===== config.mk =====
export PLATFORM = sky130hd
export DESIGN_NAME = seq_signed_mult
export DESIGN_NICKNAME = d
export VERILOG_FILES = /design/src/rtl/mult_pkg.sv /design/src/rtl/abs_val.sv /design/src/rtl/seq_signed_mult.sv
export SDC_FILE = /design/constraint.sdc
export NUM_CORES = 1
export LEC_CHECK = 0
export BUFFER_PORTS_ARGS = -buffer_cell sky130_fd_sc_hd__clkbuf_2
export CAP_MARGIN = 20
export CORE_MARGIN = 1.5
export CORE_UTILIZATION = 43
export DETAILED_ROUTE_END_ITERATION = 10
export GPL_TIMING_DRIVEN = 0
export SETUP_SLACK_MARGIN = 0.1
export SLEW_MARGIN = 0
export SYNTH_ARGS = -nofsm -noshare
export SYNTH_HDL_FRONTEND = slang
export SYNTH_SLANG_ARGS = --single-unit

===== constraint.sdc =====
create_clock -name clk -period 5.8 [get_ports clk]
set_clock_uncertainty 0.15 [all_clocks]
set_input_delay 1.16 -clock clk [delete_from_list [all_inputs] [get_ports clk]]
set_output_delay 1.16 -clock clk [all_outputs]
set_load 0.01 [all_outputs]

===== src/rtl/mult_pkg.sv =====
// Shared definitions for the sequential signed multiplier: FSM encoding,
// default operand width and derived field widths.
package mult_pkg;

  typedef enum logic [1:0] {
    IDLE = 2'd0,
    LOAD = 2'd1,
    RUN  = 2'd2,
    DONE = 2'd3
  } state_e;

  localparam int WIDTH_DEF = 8;
  localparam int MAG_W     = 2 * WIDTH_DEF - 1;
  localparam int CNT_W     = $clog2(WIDTH_DEF);

  // Counter width for an arbitrary operand width; never narrower than one bit.
  function automatic int cnt_w(input int w);
    return (w > 1) ? $clog2(w) : 1;
  endfunction

endpackage


===== src/rtl/abs_val.sv =====
// Two's-complement to sign/magnitude split. The most negative input maps to
// 2^(WIDTH-1), which still fits the unsigned WIDTH-bit magnitude.
module abs_val #(
  parameter int WIDTH = 8
) (
  input  logic [WIDTH-1:0] val_i,
  output logic [WIDTH-1:0] mag_o,
  output logic             neg_o
);

  assign neg_o = val_i[WIDTH-1];
  assign mag_o = neg_o ? (~val_i + WIDTH'(1)) : val_i;

endmodule


===== src/rtl/seq_signed_mult.sv =====
// Sequential shift-add signed multiplier producing sign + unsigned magnitude
// WIDTH+1 cycles after the accepting edge; one product per WIDTH+3 cycles.
module seq_signed_mult
  import mult_pkg::*;
#(
  parameter int WIDTH = WIDTH_DEF
) (
  input  logic               clk,
  input  logic               rst_n,
  input  logic               start,
  input  logic [WIDTH-1:0]   a,
  input  logic [WIDTH-1:0]   b,
  output logic               busy,
  output logic               done,
  output logic               sign,
  output logic [2*WIDTH-2:0] mag
);

  localparam int MW = 2 * WIDTH - 1;
  localparam int AW = 2 * WIDTH;
  localparam int CW = cnt_w(WIDTH);
  localparam logic [CW-1:0] LAST_CNT = CW'(WIDTH - 1);

  state_e          state_q, state_d;
  logic [WIDTH-1:0] a_q, a_d, b_q, b_d;
  logic [WIDTH-1:0] mcand_q, mcand_d, mplier_q, mplier_d;
  logic [AW-1:0]    acc_q, acc_d;
  logic [CW-1:0]    cnt_q, cnt_d;
  logic             psign_q, psign_d;
  logic             busy_q, busy_d, done_q, done_d, sign_q, sign_d;
  logic [MW-1:0]    mag_q, mag_d;

  logic [WIDTH-1:0] a_abs_s, b_abs_s;
  logic             a_neg_s, b_neg_s;
  logic [WIDTH:0]   sum_s;

  abs_val #(.WIDTH(WIDTH)) u_abs_a (.val_i(a_q), .mag_o(a_abs_s), .neg_o(a_neg_s));
  abs_val #(.WIDTH(WIDTH)) u_abs_b (.val_i(b_q), .mag_o(b_abs_s), .neg_o(b_neg_s));

  always_comb begin
    state_d  = state_q;
    a_d      = a_q;
    b_d      = b_q;
    mcand_d  = mcand_q;
    mplier_d = mplier_q;
    acc_d    = acc_q;
    cnt_d    = cnt_q;
    psign_d  = psign_q;
    done_d   = 1'b0;
    sign_d   = sign_q;
    mag_d    = mag_q;
    sum_s    = {1'b0, acc_q[AW-1:WIDTH]}
             + (mplier_q[0] ? {1'b0, mcand_q} : {(WIDTH+1){1'b0}});

    case (state_q)
      IDLE: begin
        if (start) begin
          a_d     = a;
          b_d     = b;
          state_d = LOAD;
        end else begin
          state_d = IDLE;
        end
      end
      LOAD: begin
        mcand_d  = a_abs_s;
        mplier_d = b_abs_s;
        psign_d  = a_neg_s ^ b_neg_s;
        acc_d    = {AW{1'b0}};
        cnt_d    = {CW{1'b0}};
        state_d  = RUN;
      end
      RUN: begin
        // Carry out of the upper-half add becomes the new MSB after the shift.
        acc_d    = {sum_s, acc_q[WIDTH-1:1]};
        mplier_d = mplier_q >> 1;
        cnt_d    = cnt_q + CW'(1);
        if (cnt_q == LAST_CNT) begin
          state_d = DONE;
          done_d  = 1'b1;
          mag_d   = acc_d[MW-1:0];
          sign_d  = psign_q & (|acc_d);
        end else begin
          state_d = RUN;
        end
      end
      DONE: begin
        state_d = IDLE;
      end
      default: begin
        state_d = IDLE;
      end
    endcase

    busy_d = (state_d != IDLE);
  end

  // State, datapath and registered outputs; reset aborts any operation.
  always_ff @(posedge clk or negedge rst_n) begin
    if (!rst_n) begin
      state_q  <= IDLE;
      a_q      <= {WIDTH{1'b0}};
      b_q      <= {WIDTH{1'b0}};
      mcand_q  <= {WIDTH{1'b0}};
      mplier_q <= {WIDTH{1'b0}};
      acc_q    <= {AW{1'b0}};
      cnt_q    <= {CW{1'b0}};
      psign_q  <= 1'b0;
      busy_q   <= 1'b0;
      done_q   <= 1'b0;
      sign_q   <= 1'b0;
      mag_q    <= {MW{1'b0}};
    end else begin
      state_q  <= state_d;
      a_q      <= a_d;
      b_q      <= b_d;
      mcand_q  <= mcand_d;
      mplier_q <= mplier_d;
      acc_q    <= acc_d;
      cnt_q    <= cnt_d;
      psign_q  <= psign_d;
      busy_q   <= busy_d;
      done_q   <= done_d;
      sign_q   <= sign_d;
      mag_q    <= mag_d;
    end
  end

  assign busy = busy_q;
  assign done = done_q;
  assign sign = sign_q;
  assign mag  = mag_q;

endmodule


# Yosys cells after proc, flatten, opt, wreduce, memory -nomap -nowiden

Cells that the tools add are included.

Register bits after elaboration: 72
Latch bits: 0
Bits in writable memories: 0
Memory bits (read-only): 0
Input bits: 19
Output and inout bits: 18
Word-level logic and storage cells: 41
Memories: 0

$add $sub $neg: 4
Multiply operators: 0
Div/mod/pow operators: 0
Magnitude comparators: 0
Equality and inequality tests: 4
Shift-type cells: 0
Multiplexer cells: 11
Bitwise logic cells: 4
Reduce and logical (&&, ||, !) cells: 6

Operators with widths:

| cell                                                             | number |
|---|---|
| 16-bit one-hot mux with 2 select lines                           | 1 |
| 8-bit 2-to-1 mux                                                 | 3 |
| 8-bit by 1-bit adder with 8-bit output (second input constant)   | 2 |
| 8-bit inverter                                                   | 2 |
| 8-bit one-hot mux with 2 select lines                            | 1 |
| 16-bit OR reduction                                              | 1 |
| 8-bit by 8-bit adder with 9-bit output                           | 1 |
| 2-bit one-hot mux with 4 select lines                            | 1 |
| 3-bit one-hot mux with 2 select lines                            | 1 |
| 2-bit == test (second input constant)                            | 2 |
| 1-bit 2-to-1 mux                                                 | 4 |
| 2-bit AND reduction                                              | 2 |
| 2-bit nonzero test                                               | 2 |
| 3-bit by 1-bit adder with 3-bit output (second input constant)   | 1 |
| 3-bit == test (second input constant)                            | 1 |
| 2-bit by 1-bit == test with 1-bit output (second input constant) | 1 |
| 2-bit zero test                                                  | 1 |
| 1-bit bitwise AND                                                | 1 |
| 1-bit bitwise XOR                                                | 1 |

# Logic depth before layout (Yosys ltp)

Gate-level depths: netlist of run 1.

Depth in word-level cells: 4
Mapped depth: 9
Mapped depth without buffers: 9

# Cells and area by module

From an unflattened synthesis of run 1, not the netlist that was laid out.

Cell total of the unflattened synthesis: 325
Area, all modules: 3479.6 sq um

By module, submodules not included:

| module          | times used | cells an instance | area each (sq um) | sequential area each (sq um) |
|---|---|---|---|---|
| seq_signed_mult | 1          | 281               | 3171.8            | 1776.7 |
| abs_val         | 2          | 22                | 153.9             | 0.0 |

# Least setup slack after synthesis of run 1

No wires, ideal clock.

Path type: reg2reg
Start: reg mplier_q[0]
End: reg sign_q (netlist: sign)
Library setup time: 0.135 ns
Arrival: 2.159 ns
Required time: 5.515 ns
Setup slack: 3.356 ns
Stages on the path, launching flop included: 10
Path buffers: 0
Period minus slack after synthesis: 2.444 ns
Path through: dfrtp_1 -> and2_1 -> ha_1 -> fa_1 -> a211oi_1 -> o21bai_1 -> a21oi_1 -> xor2_1 -> and4b_1 -> a31oi_1

Longest elaborated chain between the ends: 4

RTL lines:

| element                                | RTL line               | RTL |
|---|---|---|
| start: declaration                     | seq_signed_mult.sv:26  | `logic [WIDTH-1:0] mcand_q, mcand_d, mplier_q, mplier_d;` |
| start signal: assignment               | seq_signed_mult.sv:105 | `mplier_q <= {WIDTH{1'b0}};` |
| start signal: assignment               | seq_signed_mult.sv:118 | `mplier_q <= mplier_d;` |
| 8-bit 2-to-1 mux                       | seq_signed_mult.sv:53  | `+ (mplier_q[0] ? {1'b0, mcand_q} : {(WIDTH+1){1'b0}});` |
| 8-bit by 8-bit adder with 9-bit output | seq_signed_mult.sv:53  |  |
| 16-bit OR reduction                    | seq_signed_mult.sv:82  | `sign_d = psign_q & (\|acc_d);` |
| 1-bit bitwise AND                      | seq_signed_mult.sv:82  |  |
| end signal: assignment                 | seq_signed_mult.sv:124 | `sign_q <= sign_d;` |
| end: declaration                       | seq_signed_mult.sv:30  | `logic busy_q, busy_d, done_q, done_d, sign_q, sign_d;` |

Every way passes these cells.
A chain may end at the register's enable or synchronous reset.

# Final worst setup path of run 1

Ends and elaborated chain as after synthesis.

==> flow_summary_export.csv, run 1 <==
group,metric,value,unit
run_status,status,"finished, final reports clean",
clock_network,cts_buffers,9,
timing,holdWs,329,ps
synthesis,ys_warn_count,0,
synthesis,synth_top_cell_by_area,"dfrtp_1",
pwr,p_sw_share,38.4,%
floorplan,fp.dieW,92.1,um
critical_path,required,5860,ps
grt,antenna_found_initial,0,
synthesis,ys_top_cells_by_count,"dfrtp_1 (71), o21ai_0 (36), nand2_1 (31)",
synthesis,ys_top_cells_by_area,"dfrtp_1 (52%), mux2_2 (8.2%), ha_1 (5.9%)",
timing,finalSetupViolations,0,
synthesis,synth_edf_count,0,
timing,clock.fmax,0.360,GHz
synthesis,ys_seq_area_share,52.0,%
pwr,p_leak,1.86,nW
critical_path,endpoint_kind,"register",
final_layout,final_util,51.1,%
grt,gr-usage-all-layers,16.9,%
grt,grt_max_degree,49,
grt,grt_pass1_vias,2355,
clock_network,postCtsHoldBufs,0,
drt,first_pass_iters,4,
floorplan,dieArea,8490,um2
synthesis,ys_seq_elements,71,
timing,period_needed,2780,ps
clock_network,clock_path_buffers,2,
synthesis,synth_ff_type,"dfrtp_1",
clock_network,cts_setup_buffers,0,
timing,finalCritPeriodShare,47.9,%
synthesis,synth_area,3420,um2
pwr,pwr-share-clk,19.5,%
clock_network,clk_pin_slew,80,ps
synthesis,avgSynthCellArea,10.4,um2
critical_path,cp-start-kind,"register",
placement,place_congestion,0.818,
drt,drt-initial-drc-count,82,
clock_network,clock_latency,340,ps
timing,fin_tns_setup,0,ps
pwr,power_frac_comb,42.3,%
clock_network,cts.sinks,71,
critical_path,path_max_fanout,9,
final_layout,area_delta_synth_final,15.7,%
grt,grt.overflow.total,0,
clock_network,root_buffer,"clkbuf_8",
synthesis,synthArstFlopShare,100,%
drt,viasPerCell,4.95,
floorplan,fp-row-count,32,
pwr,netSwitchingPower,0.772,mW
final_layout,n_antenna_cell,0,
placement,dp_cells,468,
synthesis,synth_top_cell_area_share,52.0,%
synthesis,synth_cell_type_count,39,
floorplan,die_h,92.1,um
pwr,internal_power,1.24,mW
final_layout,nFillCells,724,
clock_network,ctsHtreeMaxLevel,3,
placement,io_buffers,36,
critical_path,path_class,"reg2reg",
pwr,pwr-share-seq,38.1,%
synthesis,yosysMostFrequentCell,"dfrtp_1",
pwr,ir_worst_vdd,0.284,mV
final_layout,layout-drive-gt1-share,21.5,%
floorplan,ioPinCount,37,
floorplan,initial_utilization,44.2,%
placement,dpl.hpwl,4650,um
drt,wirelength,6400,um
timing,hold_violations,0,
worst_hold_path,hp-class,"reg2reg",
clock_network,cts_tree,"done",
timing,drv_slew,0,
flow_run,maxCapViolCount,0,
clock_network,cts_resized,0,
timing,rsz0062_at_grt,"no",
final_layout,fin_cells,484,
timing,max_slew.worst_pin.slew,529,ps
pwr,p_per_area,508,nW/um2
pwr,finalPower,2.01,mW
floorplan,core,7730,um2
drt,vias,2398,
drt,drt-wirelength-per-cell,13.2,um
synthesis,syn_nets,365,
critical_path,worstPathArrival,2840,ps
timing,slew_headroom,64.7,%
grt,grt_pass1_wl,11300,um
drt,route.detailed.drc,0,
drt,drtAntennaViolNets,0,
synthesis,syn_inst,329,
final_layout,nets,413,
## sequential cells by signal, indices dropped and copies added (netlist names)
| register | cells |
|---|---|
| b_q | 8 |
| sign | 1 |
| cnt_q | 3 |
| state_q | 2 |
| mcand_q | 8 |
| psign_q | 1 |
| a_q | 8 |
| mag | 15 |
| acc_q | 15 |
| done | 1 |
| mplier_q | 8 |
| busy | 1 |
## power groups by stage
stage | Clock (mW) | Combinational [mW] | Sequential, mW
2_1_floorplan | 0 | 0.660 | 0.746
3_3_place_gp | 0 | 0.835 | 0.768
3_5_place_dp | 0 | 0.853 | 0.776
4_1_cts | 0.406 | 0.857 | 0.767
5_1_grt | 0.425 | 0.972 | 0.791
6_report | 0.393 | 0.851 | 0.765
## path summary, 6_finish.rpt
path	startpoint	to	slack, ps	cells after the start
max	mplier_q[0]	sign	3020	9
min	mag[2]	mag[2]	330	2
max reg2reg	mplier_q[0]	sign	3020	9
min reg2reg	mag[2]	mag[2]	330	2
max in group asynchronous	rst_n	mcand_q[5]	4370	2
min in group asynchronous	rst_n	done	590	1
## worst max-delay path: stages (launching register included)
cell and delay [ps]:
dfrtp_1 450, and2_1 180, ha_1 220, fa_1 440, a211oi_1 290, o21bai_1 110, a21oi_1 180, xor2_1 260
and4b_1 270, a31oi_1 90
## cells by family (layout without fill, tap and decap cells)
kind of cell | count (synthesis) | after routing | synth area share, %
simple gates | 83 | 83 | 11.4
flops | 71 | 71 | 52.0
mux | 29 | 29 | 9.41
xor+xnor | 16 | 16 | 4.10
buf+inv | 43 | 96 | 4.76
compound gates | 70 | 70 | 11.9
fa+ha+maj | 17 | 17 | 6.45
## area by class of cell
type | instances | area, um2 | area share (%)
timing repair buffer | 37 | 210 | 5.32
tap | 102 | 128 | 3.23
buffer | 16 | 61.3 | 1.55
multi-input combinational | 215 | 1480 | 37.4
sequential | 71 | 1780 | 45.0
clock inverter | 6 | 60.1 | 1.52
inverter | 27 | 101 | 2.56
clock buffer | 10 | 138 | 3.48
## metrics by stage
step                      cell area (um2)  setup slack, ps
final                                3950             3020
after global routing                 3950             2810
after CTS                            3950             3000
after detailed placement             3750             3050
after global placement               3720             2830
after floorplan                      3420             3360
## cells in the final DEF (no fill, tap or decap), drive strengths merged, types with 2 or more instances in the layout
cell,netlist,final
dfrtp,71,71
clkbuf,14,60
o21ai,36,36
nand2,31,31
inv,27,27
mux2,25,25
nor2,17,17
ha,16,16
a21oi,12,12
nand3,12,12
xor2,10,10
and2,8,8
o22ai,7,7
xnor2,6,6
mux2i,4,4
o31ai,3,3
clkinv,0,3
buf,2,3
or3,2,2
nor2b,2,2
nor4,2,2
nor3,2,2
o21a,2,2
or4,2,2
nand4,2,2
clkinvlp,0,2
a211oi,2,2
a21o,2,2
## routing by layer
metal | wire [um] | track usage (%) | vias up
li1 | - | - | 1216
met1 | 3280 | 23.9 | 1125
met2 | 2800 | 25.6 | 52
met3 | 272 | 4.98 | 5
met4 | 43 | 4.23 | 0
met5 | 0 | 0 | -
Note: power is estimated with default switching activity, not from simulation.
==> run 2, diff against run 1 <==
ABC_AREA = 1   (was not set)
clock period = 2.7 ns   (was 5.8 ns; I/O delays follow)
==> run 2 against run 1 <==
Against the previous run: register-to-register slack got worse by 2700 ps; combinational power increased by 100%; hold slack got worse by 46 ps; die area increased by 1.3%; routed wire length increased by 6.9%; first-iteration DRC count decreased by 3.7%; highest routed layer unchanged; final area increased by 2.3%; sequential cell count unchanged; setup slack got worse by 2700 ps; largest cell class unchanged; power increased by 110%; sequential power increased by 100%; non-clock buffer count decreased by 1; critical endpoint unchanged.
==> flow_summary_export.csv, run 2 <==
group,metric,value,unit
run_status,status,"finished, final reports clean",
drt,drtAntennaViolNets,0,
clock_network,root_buffer,"clkbuf_8",
drt,drt-wirelength-per-cell,12.3,um
pwr,p_per_area,1050,nW/um2
critical_path,worstPathArrival,2490,ps
clock_network,clock_latency,340,ps
clock_network,ctsHtreeMaxLevel,3,
drt,route.detailed.drc,0,
critical_path,path_cells,"clkbuf_1 -> nand2_1 -> inv_1 -> ha_1 -> fa_1 -> xnor2_2 -> nand2_1 -> nor2_1 -> nand3_2 -> nor2_2 -> nand2_1 -> nand2_1 -> nand2_1",
drt,dr_wl_met2,3050,um
placement,io_buffers,36,
final_layout,regArea,1780,um2
critical_path,path_common_cell,"nand2_1",
grt,grt_max_degree,61,
clock_network,clk_pin_slew,80,ps
clock_network,cts_buffers,9,
clock_network,cts_setup_buffers,0,
synthesis,ys_seq_area_share,51.3,%
timing,hold_violations,0,
critical_path,path_max_fanout,9,
drt,maxUsedRoutingLayer,"met4",
worst_hold_path,holdPathEnd,"a_q[6]",
critical_path,rr_worst_depth,13,
worst_hold_path,hp-start,"a[6]",
grt,grt.overflow.total,0,
flow_run,maxCapViolCount,0,
drt,drt-met1-wl,3440,um
grt,grt_pass1_wl,12200,um
critical_path,cp-start-kind,"register",
synthesis,synth_edf_count,0,
drt,wirelength,6840,um
synthesis,synth_ff_type,"dfrtp_1",
drt,wl_met3,242,um
floorplan,ioPinCount,37,
synthesis,yosysMostFrequentCell,"nand2_1",
timing,drv_slew,0,
final_layout,layout-drive-gt1-share,16.9,%
timing,rsz0062_at_grt,"no",
clock_network,cts.sinks,71,
pwr,finalPower,4.24,mW
drt,first_pass_iters,4,
critical_path,slowest_stage,"fa_1",
synthesis,synthArstFlopShare,100,%
synthesis,ys_warn_count,0,
floorplan,fp.dieW,92.7,um
synthesis,synth_area,3460,um2
critical_path,reg2reg_setup_slack,300,ps
final_layout,area_delta_synth_final,16.8,%
synthesis,ys_top_cells_by_area,"dfrtp_1 (51%), nand2_1 (9.7%), ha_1 (5.8%)",
timing,max_slew.worst_pin.slew,509,ps
timing,slew_headroom,66.1,%
synthesis,syn_nets,438,
final_layout,multiInputGateArea,1430,um2
floorplan,initial_utilization,44.6,%
critical_path,required,2790,ps
floorplan,core,7770,um2
drt,vias,2616,
timing,fin_tns_setup,0,ps
timing,period_needed,2400,ps
synthesis,synth_cell_type_count,33,
clock_network,clock_path_buffers,2,
drt,drt-initial-drc-count,79,
synthesis,ys_top_cells_by_count,"nand2_1 (89), dfrtp_1 (71), inv_1 (50)",
synthesis,avgSynthCellArea,8.61,um2
synthesis,synth_top_cell_by_area,"dfrtp_1",
grt,grt_pass1_vias,2612,
floorplan,die_h,92.7,um
grt,antenna_found_initial,0,
placement,dpl.hpwl,5000,um
timing,finalCritPeriodShare,88.9,%
worst_hold_path,hp-class,"in2reg",
synthesis,syn_inst,402,
final_layout,layout_commonest_cell,"nand2_1",
worst_hold_path,worstHoldPathCells,2,
clock_network,cts_tree,"done",
final_layout,nFillCells,777,
critical_path,reg2reg_from,"mplier_q[0]",
placement,place_congestion,0.812,
critical_path,path_class,"reg2reg",
timing,clock.fmax,0.417,GHz
critical_path,r2r_end,"sign",
final_layout,layout_common_cells,"nand2_1 (89), dfrtp_1 (71), inv_1 (50)",
final_layout,n_antenna_cell,0,
critical_path,slowest_delay,450,ps
floorplan,fp-row-count,32,
final_layout,nets,487,
pwr,p_leak,2.12,nW
synthesis,synth_top_cell_area_share,51.3,%
grt,gr-usage-all-layers,18.2,%
timing,finalSetupViolations,0,
critical_path,endpoint_kind,"register",
floorplan,dieArea,8600,um2
drt,viasPerCell,4.69,
pwr,ir_worst_vdd,0.541,mV
synthesis,ys_seq_elements,71,
-- run 2: changes by cell type after synthesis, moves of 4 or more --
cell      change
xor2_1        -5
nand2_2       +7
a22o_1        +4
mux2_2       -23
nand2_1      +58
mux2i_1       -4
and2_1        -8
clkbuf_1      -7
xnor2_1       -4
nor2_1       +16
inv_1        +23
a21oi_1      +12
-- run 2: how the worst max path moves through the flow --
stage / from / endpoint / slack [ps] / depth (start not counted)
final: mplier_q[0] / sign / 300 / 13
after floorplan: mplier_q[0] / sign / 540 / 13
after CTS: mplier_q[0] / sign / 210 / 13
after global placement: mplier_q[0] / sign / 260 / 13
after detailed placement: mplier_q[0] / sign / 220 / 13
after global routing: mplier_q[0] / sign / 100 / 13
-- run 2: kinds of logic after synthesis --
| group | Yosys count | share of synthesized area (%) |
|---|---|---|
| buf+inv | 67 | 7.70 |
| xor+xnor | 7 | 1.77 |
| flops | 71 | 51.3 |
| compound gates | 84 | 13.3 |
| mux | 2 | 0.651 |
| fa+ha+maj | 17 | 6.36 |
| simple gates | 154 | 18.8 |
-- run 2: worst max-delay path: cells and delay by family, from the launching register on --
kind	cells	cell delay (ps)
flops	1	360
simple gates	8	650
xor+xnor	1	230
buf+inv	2	240
fa+ha+maj	2	650
-- run 2: metal layers --
layer	up-vias	track usage (%)
met5	-	0
met4	0	7.20
met3	6	3.78
met2	51	28.9
met1	1160	24.3
li1	1399	-
-- run 2: area by class of cell --
cell class	count	share of cell area, %
clock buffers	9	3.06
multi-input cells	264	35.3
well taps	102	3.16
flip-flops and latches	71	43.9
clock inverters	7	2.54
repair buffers	38	5.45
plain buffers	14	1.67
inverters	53	4.92
-- run 2: stage by stage --
stage / hold slack [ps] / setup slack (ps) / utilization, % / area (um2) / instances
2_1_floorplan: 94.4 / 538 / - / 3460 / 402
4_1_cts: 267 / 211 / 51.9 / 4040 / 558
6_report: 283 / 300 / 52.0 / 4040 / 558
5_1_grt: 273 / 102 / 52.0 / 4040 / 558
3_3_place_gp: 315 / 259 / 48.5 / 3770 / 540
3_5_place_dp: 286 / 220 / 48.9 / 3800 / 541
-- run 2: timing repair --
item	in CTS	in global routing
gates resized for setup	0	1
hold buffers	1	0
setup endpoints to repair	0	1
hold endpoints to repair	11	0
-- run 2: report_power, final --
| group | internal [mW] | switching (mW) | total, mW |
|---|---|---|---|
| Combinational | 0.615 | 1.09 | 1.71 |
| Sequential | 1.38 | 0.185 | 1.56 |
| Clock | 0.532 | 0.437 | 0.969 |
